### config.mk
export PLATFORM = sky130hd
export DESIGN_NAME = grid_map_arbiter
export DESIGN_NICKNAME = d
export VERILOG_FILES = /design/src/rtl/grid_map_arbiter_pkg.sv /design/src/rtl/grid_map_arbiter_ram.sv /design/src/rtl/grid_map_arbiter.sv
export SDC_FILE = /design/constraint.sdc
export NUM_CORES = 2
export LEC_CHECK = 0
export ABC_AREA = 1
export ABC_CLOCK_PERIOD_IN_PS = 64000
export BUFFER_PORTS_ARGS = -buffer_cell sky130_fd_sc_hd__buf_2
export CORE_MARGIN = 3
export CORE_UTILIZATION = 35
export DETAILED_ROUTE_END_ITERATION = 16
export GPL_TIMING_DRIVEN = 1
export SYNTH_ARGS = -nofsm -noshare
export SYNTH_HDL_FRONTEND = slang
export SYNTH_SLANG_ARGS = --single-unit
export TNS_END_PERCENT = 5
### constraint.sdc
create_clock -name sync -period 64 [get_ports sync]
set_input_delay 3.2 -clock sync [delete_from_list [all_inputs] [get_ports sync]]
set_output_delay 3.2 -clock sync [all_outputs]
set_load 0.03 [all_outputs]
### src/rtl/grid_map_arbiter_pkg.sv
// ============================================================================
// Module : astar_grid_pkg
// Brief  : Shared grid geometry, cell codes and address helper for the map.
// Rev    : 1.0  initial release
// ============================================================================
`default_nettype none

package astar_grid_pkg;

  localparam int GRID_W    = 40;
  localparam int GRID_H    = 40;
  localparam int CELL_W    = 2;
  localparam int COORD_W   = 8;
  localparam int MAP_DEPTH = GRID_W * GRID_H;
  localparam int ADDR_W    = 11;

  localparam logic [ADDR_W-1:0] CLR_LAST = ADDR_W'(MAP_DEPTH - 1);

  typedef enum logic [CELL_W-1:0] {
    FREE     = 2'b00,
    OBSTACLE = 2'b01,
    PATH     = 2'b10,
    UNKNOWN  = 2'b11
  } cell_t;

  typedef enum logic {
    ST_CLEAR = 1'b0,
    ST_SERVE = 1'b1
  } state_t;

  // Where a registered read response takes its data from.
  typedef enum logic [1:0] {
    SRC_RAM  = 2'd0,
    SRC_OBST = 2'd1,
    SRC_UNKN = 2'd2
  } src_t;

  // Row-major address y*40 + x built from shifts.
  function automatic logic [ADDR_W-1:0] cell_addr(input logic [COORD_W-1:0] x,
                                                  input logic [COORD_W-1:0] y);
    logic [ADDR_W-1:0] xx;
    logic [ADDR_W-1:0] yy;
    xx = ADDR_W'(x);
    yy = ADDR_W'(y);
    return (yy << 5) + (yy << 3) + xx;
  endfunction

endpackage

`default_nettype wire

### src/rtl/grid_map_arbiter_ram.sv
// ============================================================================
// Module : grid_cell_ram
// Brief  : Single-port cell map storage, synchronous write, registered read.
// Rev    : 1.0  initial release
// ============================================================================
`default_nettype none

module grid_cell_ram
  import astar_grid_pkg::*;
#(
  parameter int DEPTH = MAP_DEPTH,
  parameter int WIDTH = CELL_W,
  parameter int AW    = ADDR_W
) (
  input  logic             clk,
  input  logic             we,
  input  logic [AW-1:0]    addr,
  input  logic [WIDTH-1:0] wdata,
  output logic [WIDTH-1:0] rdata
);

  logic [WIDTH-1:0] r_mem [DEPTH];

  always_ff @(posedge clk) begin
    if (we) begin
      r_mem[addr] <= wdata;
    end
    rdata <= r_mem[addr];
  end

endmodule

`default_nettype wire

### src/rtl/grid_map_arbiter.sv
// ============================================================================
// Module : grid_map_arbiter
// Brief  : Shares the 40x40 cell map between display (priority) and search.
// Rev    : 1.0  initial release
// ============================================================================
`default_nettype none

module grid_map_arbiter
  import astar_grid_pkg::*;
#(
  parameter int GRID_W  = astar_grid_pkg::GRID_W,
  parameter int GRID_H  = astar_grid_pkg::GRID_H,
  parameter int CELL_W  = astar_grid_pkg::CELL_W,
  parameter int COORD_W = astar_grid_pkg::COORD_W
) (
  input  logic               sync,
  input  logic               reset,
  input  logic               clr_start,
  output logic               clr_busy,
  input  logic               disp_req,
  input  logic [COORD_W-1:0] disp_x,
  input  logic [COORD_W-1:0] disp_y,
  output logic [CELL_W-1:0]  disp_rdata,
  output logic               disp_rvalid,
  input  logic               srch_valid,
  output logic               srch_ready,
  input  logic               srch_we,
  input  logic [COORD_W-1:0] srch_x,
  input  logic [COORD_W-1:0] srch_y,
  input  logic [CELL_W-1:0]  srch_wdata,
  output logic [CELL_W-1:0]  srch_rdata,
  output logic               srch_rvalid,
  output logic               err_oob
);

  state_t              r_state, w_state_nxt;
  logic [ADDR_W-1:0]   r_clr_cnt, w_clr_cnt_nxt;
  logic                w_disp_in, w_srch_in, w_accept;
  logic                w_ram_we;
  logic [ADDR_W-1:0]   w_ram_addr;
  logic [CELL_W-1:0]   w_ram_wdata, w_ram_rdata;
  src_t                r_disp_src;
  logic                r_srch_oob;
  logic [CELL_W-1:0]   r_disp_hold, r_srch_hold;

  assign w_disp_in  = (disp_x < COORD_W'(GRID_W)) && (disp_y < COORD_W'(GRID_H));
  assign w_srch_in  = (srch_x < COORD_W'(GRID_W)) && (srch_y < COORD_W'(GRID_H));
  assign clr_busy   = (r_state == ST_CLEAR);
  assign srch_ready = (r_state == ST_SERVE) && !disp_req;
  assign w_accept   = srch_valid && srch_ready;

  always_ff @(posedge sync) begin
    if (reset) begin
      r_state   <= ST_CLEAR;
      r_clr_cnt <= '0;
    end else begin
      r_state   <= w_state_nxt;
      r_clr_cnt <= w_clr_cnt_nxt;
    end
  end

  always_comb begin
    w_state_nxt   = r_state;
    w_clr_cnt_nxt = r_clr_cnt;
    case (r_state)
      ST_CLEAR: begin
        if (clr_start) begin
          w_clr_cnt_nxt = '0;
        end else if (r_clr_cnt == CLR_LAST) begin
          w_state_nxt   = ST_SERVE;
          w_clr_cnt_nxt = '0;
        end else begin
          w_clr_cnt_nxt = r_clr_cnt + ADDR_W'(1);
        end
      end
      default: begin
        if (clr_start) begin
          w_state_nxt   = ST_CLEAR;
          w_clr_cnt_nxt = '0;
        end
      end
    endcase
  end

  // Single RAM port: clear sweep, else display, else search.
  always_comb begin
    w_ram_we    = 1'b0;
    w_ram_addr  = r_clr_cnt;
    w_ram_wdata = FREE;
    if (r_state == ST_CLEAR) begin
      w_ram_we = 1'b1;
    end else if (disp_req) begin
      w_ram_addr = cell_addr(disp_x, disp_y);
    end else begin
      w_ram_addr  = cell_addr(srch_x, srch_y);
      w_ram_we    = w_accept && srch_we && w_srch_in;
      w_ram_wdata = srch_wdata;
    end
  end

  grid_cell_ram #(
    .DEPTH (MAP_DEPTH),
    .WIDTH (CELL_W),
    .AW    (ADDR_W)
  ) u_ram (
    .clk   (sync),
    .we    (w_ram_we),
    .addr  (w_ram_addr),
    .wdata (w_ram_wdata),
    .rdata (w_ram_rdata)
  );

  always_ff @(posedge sync) begin
    if (reset) begin
      disp_rvalid <= 1'b0;
      r_disp_src  <= SRC_RAM;
      srch_rvalid <= 1'b0;
      r_srch_oob  <= 1'b0;
      err_oob     <= 1'b0;
      r_disp_hold <= '0;
      r_srch_hold <= '0;
    end else begin
      disp_rvalid <= disp_req;
      if (disp_req) begin
        r_disp_src <= (r_state == ST_CLEAR) ? SRC_UNKN :
                      (w_disp_in ? SRC_RAM : SRC_OBST);
      end
      srch_rvalid <= w_accept && !srch_we;
      if (w_accept) begin
        r_srch_oob <= !w_srch_in;
      end
      err_oob <= w_accept && !w_srch_in;
      if (disp_rvalid) begin
        r_disp_hold <= disp_rdata;
      end
      if (srch_rvalid) begin
        r_srch_hold <= srch_rdata;
      end
    end
  end

  // Responses are steered from the RAM output in the cycle after the request.
  always_comb begin
    disp_rdata = r_disp_hold;
    if (disp_rvalid) begin
      case (r_disp_src)
        SRC_RAM:  disp_rdata = w_ram_rdata;
        SRC_OBST: disp_rdata = OBSTACLE;
        default:  disp_rdata = UNKNOWN;
      endcase
    end
  end

  always_comb begin
    srch_rdata = r_srch_hold;
    if (srch_rvalid) begin
      srch_rdata = r_srch_oob ? CELL_W'(OBSTACLE) : w_ram_rdata;
    end
  end

endmodule

`default_nettype wire
==> impl_metrics.prom <==
# TYPE chip_impl_metric gauge
chip_impl_metric{name="seq_area_frac_synth",unit=""} 0.672
chip_impl_info{name="final_cell_mix",value="7703 x sky130_fd_sc_hd__nand2_1, 3200 x sky130_fd_sc_hd__edfxtp_1, 1853 x sky130_fd_sc_hd__nor2_1, 637 x sky130_fd_sc_hd__nand4_1, 345 x sky130_fd_sc_hd__clkbuf_16"} 1
chip_impl_metric{name="worst-r2r-setup-slack",unit="ns"} 57.31
chip_impl_metric{name="clock_tree.buffer_depth",unit=""} 4
chip_impl_metric{name="postSynthAreaPerCell",unit="sq um"} 9.60
chip_impl_metric{name="detail_route.wirelength",unit="um"} 442000
chip_impl_metric{name="clkLatencyLatePin",unit="ns"} 0.94
chip_impl_info{name="cp_class",value="in2reg"} 1
chip_impl_metric{name="route.detailed.drc",unit=""} 0
chip_impl_metric{name="nFillCells",unit=""} 40000
chip_impl_metric{name="routed_via_density",unit=""} 5.18
chip_impl_metric{name="grt_max_degree",unit=""} 209
chip_impl_info{name="clock_tree_from_tritoncts",value="built"} 1
chip_impl_info{name="setup.worst_path.start",value="disp_req"} 1
chip_impl_metric{name="cts_made_buffers",unit=""} 338
chip_impl_metric{name="setup_viol",unit=""} 0
chip_impl_metric{name="gp_congestion",unit=""} 0.811
chip_impl_metric{name="post_drt_wl_per_cell",unit="um"} 21.9
chip_impl_metric{name="grt_usage",unit=""} 0.206
chip_impl_metric{name="worst_path_required_time",unit="ns"} 64.86
chip_impl_metric{name="post_route_cells_drive_above_1_share",unit=""} 0.0548
chip_impl_metric{name="start_util",unit=""} 0.353
chip_impl_metric{name="gr-usage-met1",unit=""} 0.270
chip_impl_metric{name="timing.final.hold_violations",unit=""} 0
chip_impl_metric{name="clock-skew-final",unit="ns"} 0.0431
chip_impl_info{name="critPathTopFamily",value="buffers and inverters"} 1
chip_impl_metric{name="ir_drop",unit="mV"} 0.0201
chip_impl_metric{name="critical-path-max-stage-delay",unit="ns"} 0.87
chip_impl_metric{name="total_number_of_vias",unit=""} 105000
chip_impl_metric{name="synth_area",unit="sq um"} 144000
chip_impl_info{name="crit_path_start_kind",value="input pin"} 1
chip_impl_metric{name="final_nets",unit=""} 14600
chip_impl_metric{name="timing_max_transition_violations_final",unit=""} 0
chip_impl_metric{name="maxClockFrequency",unit="MHz"} 120
chip_impl_metric{name="timing.final.crit_share",unit=""} 0.131
chip_impl_metric{name="yosysWarnings",unit=""} 0
chip_impl_metric{name="residual_overflow_from_global_routing",unit=""} 0
chip_impl_info{name="cts.root.buffer_cell",value="sky130_fd_sc_hd__clkbuf_16"} 1
chip_impl_metric{name="drt_first_pass_iters",unit=""} 6
chip_impl_metric{name="cts_post_setup_buffers_inserted",unit=""} 0
chip_impl_info{name="timing.critical_path.cells",value="buf_2 > inv_1 > nand3_4 > nand3_4 > buf_4 > buf_4 > buf_4 > nand2_1 > nand2_1 > nand2_1 > nand3_1 > nand2_1 > nand2_1 > nor2_1 > nand2_1 > nand2_1 > nand2_1 > nor2_1 > a21oi_1 > nor2_1 > nand2_1"} 1
chip_impl_metric{name="io_buffers",unit=""} 48
chip_impl_metric{name="ctsHoldBuffers",unit=""} 0
chip_impl_info{name="rsz_0062_raised_after_global_routing",value="false"} 1
chip_impl_metric{name="finalHoldWorstSlack",unit="ns"} 0.478
chip_impl_metric{name="antenna_violating_nets_post_route",unit=""} 0
chip_impl_metric{name="p_leak",unit="nW"} 65.2
chip_impl_metric{name="floorplan.die_area",unit="sq um"} 418000
chip_impl_metric{name="cp_data_arrival_time",unit="ns"} 9.22
chip_impl_info{name="critPathSlowestCell",value="sky130_fd_sc_hd__a21oi_1"} 1
chip_impl_metric{name="floorplan.die.width",unit="um"} 647
chip_impl_metric{name="slew-limit-headroom",unit=""} 0.181
chip_impl_info{name="most_frequent_standard_cell_in_the_layout_excluding_fill_and_tap_cells",value="sky130_fd_sc_hd__nand2_1"} 1
chip_impl_metric{name="crit_path_max_fanout",unit=""} 78
chip_impl_metric{name="edff_count_synth",unit=""} 3200
chip_impl_metric{name="setup_tns",unit="ns"} 0
chip_impl_metric{name="cts_repair_resize_count",unit=""} 0
chip_impl_metric{name="wire_length_of_the_first_global_routing_pass",unit="um"} 648000
chip_impl_metric{name="drv_cap",unit=""} 0
chip_impl_info{name="worst_hold_path_type",value="reg2reg"} 1
chip_impl_metric{name="synthCells",unit=""} 15000
chip_impl_metric{name="die_height",unit="um"} 647
chip_impl_metric{name="worst_slew_pin_slew",unit="ns"} 1.23
chip_impl_metric{name="clkSlewWorstSetupHoldPaths",unit="ns"} 0.06
chip_impl_info{name="outcome",value="complete, no violations"} 1
chip_impl_metric{name="timing.critical_path.buf_inv",unit=""} 5
chip_impl_metric{name="dr.first_iter.drc_count",unit=""} 11300
chip_impl_metric{name="first_global_vias",unit=""} 100000
chip_impl_metric{name="dpl.hpwl",unit="um"} 223000
chip_impl_metric{name="coreArea",unit="sq um"} 408000
chip_impl_metric{name="num_rows",unit=""} 234
chip_impl_metric{name="syn_to_final_growth",unit="%"} 10.9
chip_impl_metric{name="postSynth.asyncResetShare",unit=""} 0
chip_impl_metric{name="post_synthesis_cell_type_count",unit=""} 37
chip_impl_info{name="synth_flop_cell",value="sky130_fd_sc_hd__edfxtp_1"} 1
chip_impl_info{name="hp-start",value="r_srch_hold[0]"} 1
chip_impl_metric{name="finalWorstPathRequiredPeriod",unit="ns"} 8.36
chip_impl_metric{name="cts.sinks",unit=""} 3224
chip_impl_metric{name="antenna_found_initial",unit=""} 19
chip_impl_info{name="grt_most_used_layer",value="met2"} 1
chip_impl_metric{name="htree_levels",unit=""} 5
chip_impl_info{name="regToRegStartpoint",value="r_state"} 1
chip_impl_metric{name="groute.layer.met3.usage",unit=""} 0.0290
chip_impl_metric{name="use_met2",unit=""} 0.347
chip_impl_metric{name="power_density",unit="nW/um^2"} 27.3
chip_impl_metric{name="io-pin-count",unit=""} 49
chip_impl_metric{name="post_syn_nets",unit=""} 15000
chip_impl_info{name="worst_path_most_repeated_cell",value="sky130_fd_sc_hd__nand2_1"} 1
chip_impl_info{name="type_of_element_capturing_the_critical_path",value="register"} 1
chip_impl_metric{name="ys_seq_elements",unit=""} 3224
## flip-flops by register name (all words and copies together) (netlist names)
register     flops
r_disp_src       2
r_srch_oob       1
u_ram.rdata      2
u_ram.r_mem   3200
disp_rvalid      1
r_disp_hold      2
r_srch_hold      2
srch_rvalid      1
r_clr_cnt       11
err_oob          1
r_state          1
## through the flow
| step | total power, W | utilization | area (sq um) | instances | worst slack (ns) |
|---|---|---|---|---|---|
| 6_report | 0.00435 | 0.391 | 159000 | 20200 | 55.64 |
| 2_1_floorplan | 0.00243 | - | 144000 | 15000 | 16.04 |
| 3_3_place_gp | 0.00247 | 0.365 | 149000 | 19600 | 54.86 |
| 3_5_place_dp | 0.00247 | 0.365 | 149000 | 19600 | 54.78 |
| 5_1_grt | 0.00447 | 0.391 | 159000 | 20200 | 55.30 |
| 4_1_cts | 0.00437 | 0.391 | 159000 | 20200 | 55.76 |
## synth_stat cells (all sizes together) (13+ instances only)
library cell  number  area share
a21oi             29      0.0010
a22oi             64      0.0033
buf              503       0.016
clkbuf           572       0.015
dfxtp             24      0.0033
edfxtp          3200        0.67
ha                21      0.0018
inv              119      0.0031
nand2           7738        0.20
nand3             46      0.0017
nand4            637       0.028
nor2            1873       0.049
nor3              13     0.00081
o21ai             96      0.0033
## cell type report
class | count | area [sq um] | area share
clock inverter | 178 | 1750 | 0.0110
multi-input combinational | 10600 | 42600 | 0.268
sequential | 3224 | 96600 | 0.606
inverter | 121 | 469 | 0.00294
timing repair buffer | 273 | 2220 | 0.0139
clock buffer | 412 | 8880 | 0.0558
tap | 5428 | 6790 | 0.0426
antenna | 4 | 10.0 | 0.0000628
## worst reg2reg max path, delay by kind of cell, from the launching register on
kind	cells	cell delay, ns
flip-flops	1	0.71
AND/OR/NAND/NOR	13	2.43
AO/OA/AOI/OAI	1	0.87
buffers and inverters	5	2.62
## cells by family (layout without fill, tap and decap cells)
| group | Yosys count | in the layout | share of synthesized area |
|---|---|---|---|
| AO/OA/AOI/OAI | 198 | 198 | 0.00823 |
| XOR/XNOR | 12 | 12 | 0.000731 |
| adder cells (fa/ha/maj) | 29 | 29 | 0.00294 |
| buffers and inverters | 1196 | 984 | 0.0346 |
| flip-flops | 3224 | 3224 | 0.672 |
| other | 0 | 4 | 0 |
| AND/OR/NAND/NOR | 10300 | 10300 | 0.282 |
## final timing paths
check / end / depth (start not counted)
hold / removal: r_srch_hold[0] / 2
hold reg to reg: r_srch_hold[0] / 2
setup / recovery: u_ram.rdata[1] / 21
setup reg to reg: u_ram.rdata[1] / 19
## routing by layer
layer  vias to the layer above  part of all wire
met5                         -          0.000061
met3                       780             0.082
met2                      4366              0.47
met1                     51100              0.41
met4                         4             0.038
li1                      48300                 -
## where the power goes
part,total [W],internal (W),switching (W),leakage (nW)
clock network,0.00193,0.00110,0.000823,5.20
logic,0.000137,0.0000340,0.000103,27.0
registers,0.00229,0.00229,0.00000125,33.0
total,0.00435,0.00342,0.000927,65.2
(Power assumes the default switching activity.)
